### config.mk
export PLATFORM = sky130hd
export DESIGN_NAME = ex_muldiv_flat
export DESIGN_NICKNAME = d
export VERILOG_FILES = /design/src/rtl/ex_muldiv_pkg.sv /design/src/rtl/ex_muldiv_if.sv /design/src/rtl/ex_muldiv_div.sv /design/src/rtl/ex_muldiv.sv /design/src/flat_wrapper.sv
export SDC_FILE = /design/constraint.sdc
export NUM_CORES = 2
export LEC_CHECK = 0
export CELL_PAD_IN_SITES_DETAIL_PLACEMENT = 1
export CELL_PAD_IN_SITES_GLOBAL_PLACEMENT = 2
export CORE_ASPECT_RATIO = 1.75
export CORE_MARGIN = 4
export CORE_UTILIZATION = 44
export CTS_CLUSTER_DIAMETER = 150
export DETAILED_ROUTE_END_ITERATION = 8
export PLACE_DENSITY = 0.92
export SLEW_MARGIN = 30
export SYNTH_ARGS = -nofsm -noshare
export SYNTH_HDL_FRONTEND = slang
export SYNTH_HIERARCHICAL = 1
export SYNTH_SLANG_ARGS = --single-unit
export TNS_END_PERCENT = 30
### constraint.sdc
create_clock -name clk -period 11.7 [get_ports clk]
set_input_delay 2.34 -clock clk [delete_from_list [all_inputs] [get_ports clk]]
set_output_delay 2.34 -clock clk [all_outputs]
set_load 0.01 [all_outputs]
### src/rtl/ex_muldiv_pkg.sv
// Shared opcodes, result classes and divider state encodings for ex_muldiv.
package ex_muldiv_pkg;
  localparam logic [7:0] EXE_NOP_OP   = 8'b00000000;
  localparam logic [7:0] EXE_AND_OP   = 8'b00100100;
  localparam logic [7:0] EXE_OR_OP    = 8'b00100101;
  localparam logic [7:0] EXE_XOR_OP   = 8'b00100110;
  localparam logic [7:0] EXE_NOR_OP   = 8'b00100111;
  localparam logic [7:0] EXE_SLL_OP   = 8'b01111100;
  localparam logic [7:0] EXE_SRL_OP   = 8'b00000010;
  localparam logic [7:0] EXE_SRA_OP   = 8'b00000011;
  localparam logic [7:0] EXE_ADDU_OP  = 8'b00100001;
  localparam logic [7:0] EXE_SUBU_OP  = 8'b00100011;
  localparam logic [7:0] EXE_SLT_OP   = 8'b00101010;
  localparam logic [7:0] EXE_SLTU_OP  = 8'b00101011;
  localparam logic [7:0] EXE_MULT_OP  = 8'b00011000;
  localparam logic [7:0] EXE_MULTU_OP = 8'b00011001;
  localparam logic [7:0] EXE_DIV_OP   = 8'b00011010;
  localparam logic [7:0] EXE_DIVU_OP  = 8'b00011011;
  localparam logic [7:0] EXE_MFHI_OP  = 8'b00010000;
  localparam logic [7:0] EXE_MTHI_OP  = 8'b00010001;
  localparam logic [7:0] EXE_MFLO_OP  = 8'b00010010;
  localparam logic [7:0] EXE_MTLO_OP  = 8'b00010011;

  localparam logic [2:0] EXE_RES_NOP   = 3'd0;
  localparam logic [2:0] EXE_RES_LOGIC = 3'd1;
  localparam logic [2:0] EXE_RES_SHIFT = 3'd2;
  localparam logic [2:0] EXE_RES_MOVE  = 3'd3;
  localparam logic [2:0] EXE_RES_ARITH = 3'd4;

  typedef enum logic [1:0] {
    DIV_IDLE = 2'd0,
    DIV_ZERO = 2'd1,
    DIV_RUN  = 2'd2,
    DIV_DONE = 2'd3
  } div_state_e;
endpackage

### src/rtl/ex_muldiv_if.sv
// id/ex -> EX -> ex/mem signal bundle; slave side is the execute stage.
interface ex_muldiv_if #(parameter int DATA_W = 32);
  logic [7:0]        aluop_i;
  logic [2:0]        alusel_i;
  logic [DATA_W-1:0] reg1_i;
  logic [DATA_W-1:0] reg2_i;
  logic [4:0]        wd_i;
  logic              wreg_i;
  logic              flush_i;
  logic [4:0]        wd_o;
  logic              wreg_o;
  logic [DATA_W-1:0] wdata_o;
  logic              stallreq_o;

  modport master (output aluop_i, alusel_i, reg1_i, reg2_i, wd_i, wreg_i, flush_i,
                  input  wd_o, wreg_o, wdata_o, stallreq_o);
  modport slave  (input  aluop_i, alusel_i, reg1_i, reg2_i, wd_i, wreg_i, flush_i,
                  output wd_o, wreg_o, wdata_o, stallreq_o);
endinterface

### src/rtl/ex_muldiv_div.sv
// ex_div: iterative restoring divider, one quotient bit per cycle.
// Works on operand magnitudes; signs are re-applied on the outputs.
module ex_div
  import ex_muldiv_pkg::*;
#(
  parameter int DATA_W = 32
) (
  input  logic              clk,
  input  logic              rst,
  input  logic              start,
  input  logic              signed_op,
  input  logic [DATA_W-1:0] dividend,
  input  logic [DATA_W-1:0] divisor,
  input  logic              annul,
  output logic              busy,
  output logic              done,
  output logic [DATA_W-1:0] quotient,
  output logic [DATA_W-1:0] remainder
);
  localparam int CNT_W = $clog2(DATA_W) + 1;

  div_state_e        state_q, state_d;
  logic [CNT_W-1:0]  cnt_q, cnt_d;
  logic [DATA_W-1:0] quo_q, quo_d, rem_q, rem_d, dvs_q, dvs_d;
  logic              negq_q, negq_d, negr_q, negr_d;
  logic [DATA_W-1:0] a_mag, b_mag;
  logic [DATA_W:0]   shift, diff;

  // State and datapath registers
  always_ff @(posedge clk or posedge rst) begin
    if (rst) begin
      state_q <= DIV_IDLE;
      cnt_q   <= '0;
      quo_q   <= '0;
      rem_q   <= '0;
      dvs_q   <= '0;
      negq_q  <= 1'b0;
      negr_q  <= 1'b0;
    end else begin
      state_q <= state_d;
      cnt_q   <= cnt_d;
      quo_q   <= quo_d;
      rem_q   <= rem_d;
      dvs_q   <= dvs_d;
      negq_q  <= negq_d;
      negr_q  <= negr_d;
    end
  end

  // Next state plus one restoring step: shift in next dividend bit, subtract if it fits
  always_comb begin
    a_mag   = (signed_op && dividend[DATA_W-1]) ? -dividend : dividend;
    b_mag   = (signed_op && divisor[DATA_W-1])  ? -divisor  : divisor;
    shift   = {rem_q, quo_q[DATA_W-1]};
    diff    = shift - {1'b0, dvs_q};
    state_d = state_q;
    cnt_d   = cnt_q;
    quo_d   = quo_q;
    rem_d   = rem_q;
    dvs_d   = dvs_q;
    negq_d  = negq_q;
    negr_d  = negr_q;
    if (annul) begin
      state_d = DIV_IDLE;
      cnt_d   = '0;
    end else begin
      case (state_q)
        DIV_IDLE: if (start) begin
          if (divisor == '0) begin
            // Divide by zero: quotient all ones, remainder is the raw dividend
            state_d = DIV_ZERO;
            quo_d   = '1;
            rem_d   = dividend;
            negq_d  = 1'b0;
            negr_d  = 1'b0;
          end else begin
            state_d = DIV_RUN;
            quo_d   = a_mag;
            rem_d   = '0;
            dvs_d   = b_mag;
            negq_d  = signed_op & (dividend[DATA_W-1] ^ divisor[DATA_W-1]);
            negr_d  = signed_op & dividend[DATA_W-1];
            cnt_d   = '0;
          end
        end
        DIV_RUN: begin
          if (diff[DATA_W]) begin
            rem_d = shift[DATA_W-1:0];
            quo_d = {quo_q[DATA_W-2:0], 1'b0};
          end else begin
            rem_d = diff[DATA_W-1:0];
            quo_d = {quo_q[DATA_W-2:0], 1'b1};
          end
          cnt_d = cnt_q + 1'b1;
          if (cnt_q == CNT_W'(DATA_W - 1)) state_d = DIV_DONE;
        end
        DIV_ZERO: state_d = DIV_DONE;
        default:  state_d = DIV_IDLE;
      endcase
    end
  end

  // Outputs: hold the pipeline until DONE, then present sign-corrected results
  always_comb begin
    busy      = start & ~annul & (state_q != DIV_DONE);
    done      = (state_q == DIV_DONE);
    quotient  = negq_q ? -quo_q : quo_q;
    remainder = negr_q ? -rem_q : rem_q;
  end
endmodule

### src/rtl/ex_muldiv.sv
// ex_muldiv: execute stage with logic/shift/arith paths, HI/LO, single-cycle
// multiply and (when EX_DIV_EN is defined) an iterative divider that stalls.
module ex_muldiv
  import ex_muldiv_pkg::*;
#(
  parameter int DATA_W = 32
) (
  input  logic        clk,
  input  logic        rst,
  ex_muldiv_if.slave  ex
);
  localparam int SHAMT_W = $clog2(DATA_W);

  logic [DATA_W-1:0]   hi_q, hi_d, lo_q, lo_d, res;
  logic [SHAMT_W-1:0]  shamt;
  logic                mul_signed;
  logic [2*DATA_W-1:0] op1_x, op2_x, prod;
  logic                div_busy, div_done;
  logic [DATA_W-1:0]   div_quo, div_rem;

`ifdef EX_DIV_EN
  logic div_start;
  assign div_start = (ex.aluop_i == EXE_DIV_OP) || (ex.aluop_i == EXE_DIVU_OP);

  ex_div #(.DATA_W(DATA_W)) u_div (
    .clk       (clk),
    .rst       (rst),
    .start     (div_start),
    .signed_op (ex.aluop_i == EXE_DIV_OP),
    .dividend  (ex.reg1_i),
    .divisor   (ex.reg2_i),
    .annul     (ex.flush_i),
    .busy      (div_busy),
    .done      (div_done),
    .quotient  (div_quo),
    .remainder (div_rem)
  );
`else
  // No divider: DIV/DIVU fall through as NOPs
  assign div_busy = 1'b0;
  assign div_done = 1'b0;
  assign div_quo  = '0;
  assign div_rem  = '0;
`endif

  // HI/LO architectural registers
  always_ff @(posedge clk or posedge rst) begin
    if (rst) begin
      hi_q <= '0;
      lo_q <= '0;
    end else begin
      hi_q <= hi_d;
      lo_q <= lo_d;
    end
  end

  // Full-width product via sign/zero extension to 2*DATA_W
  always_comb begin
    mul_signed = (ex.aluop_i == EXE_MULT_OP);
    op1_x = {{DATA_W{mul_signed & ex.reg1_i[DATA_W-1]}}, ex.reg1_i};
    op2_x = {{DATA_W{mul_signed & ex.reg2_i[DATA_W-1]}}, ex.reg2_i};
    prod  = op1_x * op2_x;
  end

  // HI/LO update for ops completing this cycle; a flushed op writes nothing
  always_comb begin
    hi_d = hi_q;
    lo_d = lo_q;
    if (!ex.flush_i) begin
      case (ex.aluop_i)
        EXE_MULT_OP, EXE_MULTU_OP: begin
          hi_d = prod[2*DATA_W-1:DATA_W];
          lo_d = prod[DATA_W-1:0];
        end
        EXE_MTHI_OP: hi_d = ex.reg1_i;
        EXE_MTLO_OP: lo_d = ex.reg1_i;
        EXE_DIV_OP, EXE_DIVU_OP: if (div_done) begin
          hi_d = div_rem;
          lo_d = div_quo;
        end
        default: ;
      endcase
    end
  end

  // Write-back result select by result class
  always_comb begin
    res   = '0;
    shamt = ex.reg1_i[SHAMT_W-1:0];
    case (ex.alusel_i)
      EXE_RES_LOGIC: case (ex.aluop_i)
        EXE_OR_OP:  res = ex.reg1_i | ex.reg2_i;
        EXE_AND_OP: res = ex.reg1_i & ex.reg2_i;
        EXE_NOR_OP: res = ~(ex.reg1_i | ex.reg2_i);
        EXE_XOR_OP: res = ex.reg1_i ^ ex.reg2_i;
        default:    res = '0;
      endcase
      EXE_RES_SHIFT: case (ex.aluop_i)
        EXE_SLL_OP: res = ex.reg2_i << shamt;
        EXE_SRL_OP: res = ex.reg2_i >> shamt;
        EXE_SRA_OP: res = DATA_W'($signed(ex.reg2_i) >>> shamt);
        default:    res = '0;
      endcase
      EXE_RES_ARITH: case (ex.aluop_i)
        EXE_ADDU_OP: res = ex.reg1_i + ex.reg2_i;
        EXE_SUBU_OP: res = ex.reg1_i - ex.reg2_i;
        EXE_SLT_OP:  res = {{(DATA_W-1){1'b0}}, $signed(ex.reg1_i) < $signed(ex.reg2_i)};
        EXE_SLTU_OP: res = {{(DATA_W-1){1'b0}}, ex.reg1_i < ex.reg2_i};
        default:     res = '0;
      endcase
      EXE_RES_MOVE: case (ex.aluop_i)
        EXE_MFHI_OP: res = hi_q;
        EXE_MFLO_OP: res = lo_q;
        default:     res = '0;
      endcase
      default: res = '0;
    endcase
  end

  // Output drive; reset forces quiet outputs
  always_comb begin
    ex.wd_o       = ex.wd_i;
    ex.wreg_o     = ex.wreg_i & ~ex.flush_i;
    ex.wdata_o    = rst ? '0 : res;
    ex.stallreq_o = div_busy & ~rst;
  end
endmodule

### src/flat_wrapper.sv
// flat-port wrapper written by rule: the top's interface ports become plain ports
module ex_muldiv_flat import ex_muldiv_pkg::*;
#(
  parameter int DATA_W = 32
)
  (clk, rst, ex_aluop_i, ex_alusel_i, ex_reg1_i, ex_reg2_i, ex_wd_i, ex_wreg_i, ex_flush_i, ex_wd_o, ex_wreg_o, ex_wdata_o, ex_stallreq_o);
  ex_muldiv_if #(.DATA_W(DATA_W)) ex_i ();
  input  logic clk;
  input  logic rst;
  input wire logic [$bits(ex_i.aluop_i)-1:0] ex_aluop_i;
  input wire logic [$bits(ex_i.alusel_i)-1:0] ex_alusel_i;
  input wire logic [$bits(ex_i.reg1_i)-1:0] ex_reg1_i;
  input wire logic [$bits(ex_i.reg2_i)-1:0] ex_reg2_i;
  input wire logic [$bits(ex_i.wd_i)-1:0] ex_wd_i;
  input wire logic [$bits(ex_i.wreg_i)-1:0] ex_wreg_i;
  input wire logic [$bits(ex_i.flush_i)-1:0] ex_flush_i;
  output wire logic [$bits(ex_i.wd_o)-1:0] ex_wd_o;
  output wire logic [$bits(ex_i.wreg_o)-1:0] ex_wreg_o;
  output wire logic [$bits(ex_i.wdata_o)-1:0] ex_wdata_o;
  output wire logic [$bits(ex_i.stallreq_o)-1:0] ex_stallreq_o;
  assign ex_i.aluop_i = ex_aluop_i;
  assign ex_i.alusel_i = ex_alusel_i;
  assign ex_i.reg1_i = ex_reg1_i;
  assign ex_i.reg2_i = ex_reg2_i;
  assign ex_i.wd_i = ex_wd_i;
  assign ex_i.wreg_i = ex_wreg_i;
  assign ex_i.flush_i = ex_flush_i;
  assign ex_wd_o = ex_i.wd_o;
  assign ex_wreg_o = ex_i.wreg_o;
  assign ex_wdata_o = ex_i.wdata_o;
  assign ex_stallreq_o = ex_i.stallreq_o;
  ex_muldiv #(.DATA_W(DATA_W)) u_core (.clk(clk), .rst(rst), .ex(ex_i));
endmodule
Yosys cells after proc, flatten, opt, wreduce, memory -nomap -nowiden

Index checks and enable logic that the tools add are counted.

Flip-flop bits (word level): 64
Input bits: 84
Output and inout bits: 39
Logic and storage cells: 52

Add/sub/neg operators: 2
Eq/ne operators: 21
Shift-type cells: 3
Mux-type cells: 8
Bitwise operators: 8
Multiply operators: 1
Magnitude comparators: 2
Reduce and logical (&&, ||, !) cells: 5

Operators with widths:

| operator                                            | count |
|---|---|
| one-hot mux 32 bit (4 select lines)                 | 3 |
| one-hot mux 32 bit (2 select lines)                 | 3 |
| one-hot mux 32 bit (3 select lines)                 | 1 |
| equality test 8 x 6 -> 1 bit, second input constant | 8 |
| less-than comparator 32 bit                         | 2 |
| multiplier 33 x 33 -> 64 bit                        | 1 |
| equality test 8 x 5 -> 1 bit, second input constant | 6 |
| adder 32 bit                                        | 1 |
| AND 32 bit                                          | 1 |
| two-way mux 32 bit                                  | 1 |
| NOT 32 bit                                          | 1 |
| bitwise OR 32 bit                                   | 1 |
| left shift 32 x 5 -> 32 bit                         | 1 |
| right shift 32 x 5 -> 32 bit                        | 1 |
| >>> shifter 32 x 5 -> 32 bit                        | 1 |
| subtractor 32 bit                                   | 1 |
| bitwise XOR 32 bit                                  | 1 |
| equality test 8 x 2 -> 1 bit, second input constant | 2 |
| equality test 8 x 7 -> 1 bit, second input constant | 1 |
| equality test 3 x 2 -> 1 bit, second input constant | 2 |
| AND reduction 2 bit                                 | 2 |
| nonzero test 2 bit                                  | 2 |
| AND 1 bit                                           | 3 |
| equality test 3 x 1 -> 1 bit, second input constant | 1 |
| other kinds (3)                                     | 3 |

Logic depth before layout (Yosys ltp)

Word-level depth: 5
Mapped depth: 34
Mapped depth without buffers: 30

Worst setup path after synthesis

OpenSTA, ideal clock, no wires.

Kind: in2reg
Start: in ex_aluop_i[0]
End: reg u_core.hi_q[31]
Arrival: 10720 ps
Required time: 11605 ps
Setup time: 95 ps
Cell stages on the path: 29
Slack: 885 ps
Path through: clkbuf_1 > buf_6 > clkbuf_1 > buf_1 > clkbuf_1 > nor4_1 > fa_1 > inv_1 > fa_1 > inv_1 > fa_1 > inv_1 > fa_1 > fa_1 > fa_1 > fa_1 > fa_1 > inv_1 > ha_1 > a21o_1 > a21o_1 > a21o_1 > a21oi_1 > o21ai_0 > or3_1 > a311oi_1 > o31a_1 > nor3_1 > o31ai_1

Longest elaborated chain between the ends: 4
Elaborated cells on any way between the ends: 10
Classes of those cells: mul (1); eq/ne (3); mux (1); bitwise (2); reduce/logical (3)

Ends and longest elaborated chain:

| what                                                                       | RTL line                         | RTL |
|---|---|---|
| start, declared                                                            | flat_wrapper.sv:10               | `input wire logic [$bits(ex_i.aluop_i)-1:0] ex_aluop_i;` |
| equality test 8 x 5 -> 1 bit (on tied branches)                            | ex_muldiv.sv:59, ex_muldiv.sv:70 |  |
| AND 1 bit (tied with other cells)                                          | ex_muldiv.sv:60                  | `op1_x = {{DATA_W{mul_signed & ex.reg1_i[DATA_W-1]}}, ex.reg1_i};` |
| multiplier 33 x 33 -> 64 bit or nonzero test 2 bit (tied branches)         | -                                |  |
| one-hot mux 32 bit (2 select lines) or AND reduction 2 bit (tied branches) | -                                |  |
| end signal, assigned                                                       | ex_muldiv.sv:52                  | `hi_q <= hi_d;` |
| end, declared                                                              | ex_muldiv.sv:14                  | `logic [DATA_W-1:0] hi_q, hi_d, lo_q, lo_d, res;` |

Parallel ways exist; a longest one is shown, timed or not.
A chain may end at the register's enable or synchronous reset.

Final worst setup path

Start: in ex_reg2_i[0]
End: reg u_core.hi_q[8]

Longest elaborated chain between the ends: 2

Ends and longest elaborated chain:

| what                                | RTL line           | RTL |
|---|---|---|
| start, declared                     | flat_wrapper.sv:13 | `input wire logic [$bits(ex_i.reg2_i)-1:0] ex_reg2_i;` |
| multiplier 33 x 33 -> 64 bit        | ex_muldiv.sv:62    | `prod = op1_x * op2_x;` |
| one-hot mux 32 bit (2 select lines) | ex_muldiv.sv:70    | `case (ex.aluop_i)` |

No other way between the ends.

==> results by group <==
STA
  – Finish-stage setup viols: 0
  – Slew Viols, Final: 0
  – RSZ-0062 raised after global routing: no
  – Fmax: 0.0876 GHz
  – Fin crit period: 11.42 ns
  – Final Skew: 0 ns
  – Final hold vios: 0
  – Slew headroom: 0.198
  – Period utilisation layout: 0.976
  – PnR worst setup slack: between 0.2 and 0.3 ns
  – Worst-margin pin slew: 1.20 ns
  – Setup TNS: 0 ns

Layout
  – Most frequent cells in the layout: 1233 x inv_1, 1127 x fa_1, 894 x nand2_1
  – Final instance area: 53600 um^2
  – Commonest non-fill, non-tap cell in the layout: inv_1
  – Area grow syn2layout: 8.14%
  – Fraction of layout cells with a size suffix above 1: 0.0712
  – Layout Cells excl Fill: 7472
  – Nets: 7496

Job
  – Max cap viols: 0

Worst setup path
  – Critical Path Start Type: input port
  – CP Capture Type: flop
  – Worst-path fanout max: 9
  – Critical Path RT: 11.94 ns
  – Kind of critical path: input port to flop
  – CP Data Arrival Time: 11.66 ns

Die
  – Die area: roughly 120000 um^2
  – Core Rows: 162
  – Core ar.: roughly 110000 um^2
  – Die Y: about 450 um
  – Boundary Pins: 123
  – Initial Util: 0.444
  – DIE WIDTH: 262 um

CTS
  – Worst-Skew Late Latency: 0.36 ns
  – Root buf cell: clkbuf_16
  – H-tree levels: 3
  – Clock sink count: 64
  – CTS max path bufs: 2
  – CTS tree: done
  – Num CTS Buffers: 9
  – CTS hold repair buffers: 0
  – Clk pin slew, worst setup/hold paths: 0.06 ns

Placement
  – Hpwl dp: 204000 um
  – Placed Area: 53300 um^2
  – Dpl ws: -0.166 ns
  – Gpl congestion: 1.05
  – Placed cell count: 7442
  – I/O Buffers: around 110

Synth
  – Yosys cell types: 85
  – Top cell type's share of synthesized area: 0.455
  – Yosys reg bits: 64
  – Synth Net Count: 7490
  – Post-Synthesis Cell Area: 49600 um^2
  – Number of synthesized flops with an enable pin: 0
  – Seq/Total Area, Yosys: 0.0323
  – Mapped Cells: about 6000
  – Number of synthesis warnings: 6
  – Synth area leaders: fa_1 45%, inv_1 9.4%, ha_1 7.8%
  – Cell taking the most area after synthesis: fa_1
  – Synthesized area per cell: 8.31 um^2
  – Top FF cell, synth: dfrtp_1
  – Asr flop ratio synth: 1.00

Global route
  – First-pass GRT wire length: 357000 um
  – Initial antenna violation count: 21
  – Tot GR Track Use: 0.427
  – GRT Residual Overflow: 0
  – Vias in the first global route: 52300
  – Largest net degree at the start of global routing: 64

Routing
  – Detailed-route via count: 46400
  – Routed length per instance: 33.8 um
  – DRC errors left: 0
  – WL final: between 200000 and 300000 um
  – DR iter-0 viols: approximately 3800
  – Drt first pass iters: 6
  – Via-to-Cell Ratio: 6.21
  – Post-route ant nets: 0

Outcome
  – Status: finished, final reports clean

Min path
  – HP Class: flop to flop
-- worst max-delay path, stage by stage --
cell and delay, ns:
dlymetal6s2s_1 0.78, clkinvlp_4 0.59, buf_4 0.34, nor2_1 0.16, fa_1 0.43, inv_1 0.10, fa_1 0.40, inv_1 0.11
fa_1 0.47, fa_1 0.60, fa_1 0.45, fa_1 0.58, inv_1 0.07, fa_1 0.48, inv_1 0.05, fa_1 0.43
ha_1 0.41, nand2_1 0.10, or4_4 0.47, nor4_1 0.27, o21ba_2 0.29, a31oi_1 0.26, o21ai_0 0.19, a21oi_1 0.52
o21ai_0 0.20, a311oi_1 0.33, buf_4 0.18, nor2_1 0.04
-- flip-flops by register name, indices dropped and copies added (netlist names) --
signal and cells:
u_core/lo_q 32, u_core/hi_q 32
-- final cells by class --
cell class                      instances  area [um^2]
Timing Repair Buffer                  392         3320
Multi-Input combinational cell       4249        41800
Clock inverter                          6         60.1
Fill cell                           13300        58000
Sequential cell                        64         1600
Clock buffer                           10          229
Tap cell                             1476         1850
Inverter                             1261         4740
Antenna cell                           14         35.0
-- metrics by stage --
| step | utilization | hold slack [ns] |
|---|---|---|
| 4_1_cts | 0.479 | 0.497 |
| 6_report | 0.480 | 0.498 |
| 3_3_place_gp | 0.477 | 0.477 |
| 2_1_floorplan | - | 0.448 |
| 5_1_grt | 0.480 | 0.526 |
| 3_5_place_dp | 0.477 | 0.484 |
-- final timing paths --
path,startpoint,endpoint,slack (ns),cells past startpoint
setup / recovery,ex_reg2_i[0],u_core/hi_q[8],0.28,28
hold / removal,u_core/hi_q[1],u_core/hi_q[1],0.50,2
setup reg to reg,u_core/lo_q[22],u_core/lo_q[22],10.78,3
hold reg to reg,u_core/hi_q[1],u_core/hi_q[1],0.50,2
max in group asynchronous,rst,u_core/lo_q[29],8.34,4
min in group asynchronous,rst,u_core/lo_q[15],2.41,3
-- Yosys cell counts, types with 22 or more instances --
| master | count |
|---|---|
| nor2_1 | 555 |
| ha_1 | 308 |
| nand3_1 | 44 |
| o21ai_0 | 166 |
| xor2_1 | 25 |
| a31oi_1 | 47 |
| dfrtp_1 | 64 |
| xnor2_1 | 89 |
| clkbuf_1 | 325 |
| nand2_1 | 896 |
| inv_1 | 1237 |
| o22ai_1 | 41 |
| a21oi_1 | 287 |
| mux2i_1 | 120 |
| nor2b_1 | 26 |
| a211oi_1 | 32 |
| nor3_1 | 44 |
| o21bai_1 | 26 |
| fa_1 | 1127 |
| mux4_2 | 36 |
| a21o_1 | 42 |
| nand2b_1 | 22 |
| buf_1 | 56 |
| nor4_1 | 30 |
-- layer usage --
metal  track usage  vias up  part of all wire
met1         0.409    23700              0.29
met4         0.478        6              0.15
li1              -    18300                 -
met3         0.105     1507             0.082
met5             0        -           0.00013
met2         0.701     2849              0.47
-- timing repair --
item                                    4_1_cts  5_1_grt
endpoints found under the setup margin        0        9
resized for setup                             0        7
setup buffers                                 0        0
-- kinds of logic after synthesis --
logic type | Yosys count | share of synthesized area
and+or+nand+nor | 1720 | 0.143
buffers and inverters | 1658 | 0.127
AOI/OAI and AO/OA | 815 | 0.103
muxes | 164 | 0.0424
adders and majority gates | 1435 | 0.532
xor gates and xnor gates | 114 | 0.0201
DFF | 64 | 0.0323
other | 1 | 0.0000756
Power is not shown: default switching activity piles up to over one toggle a cycle in this logic, so the estimate is an artifact.
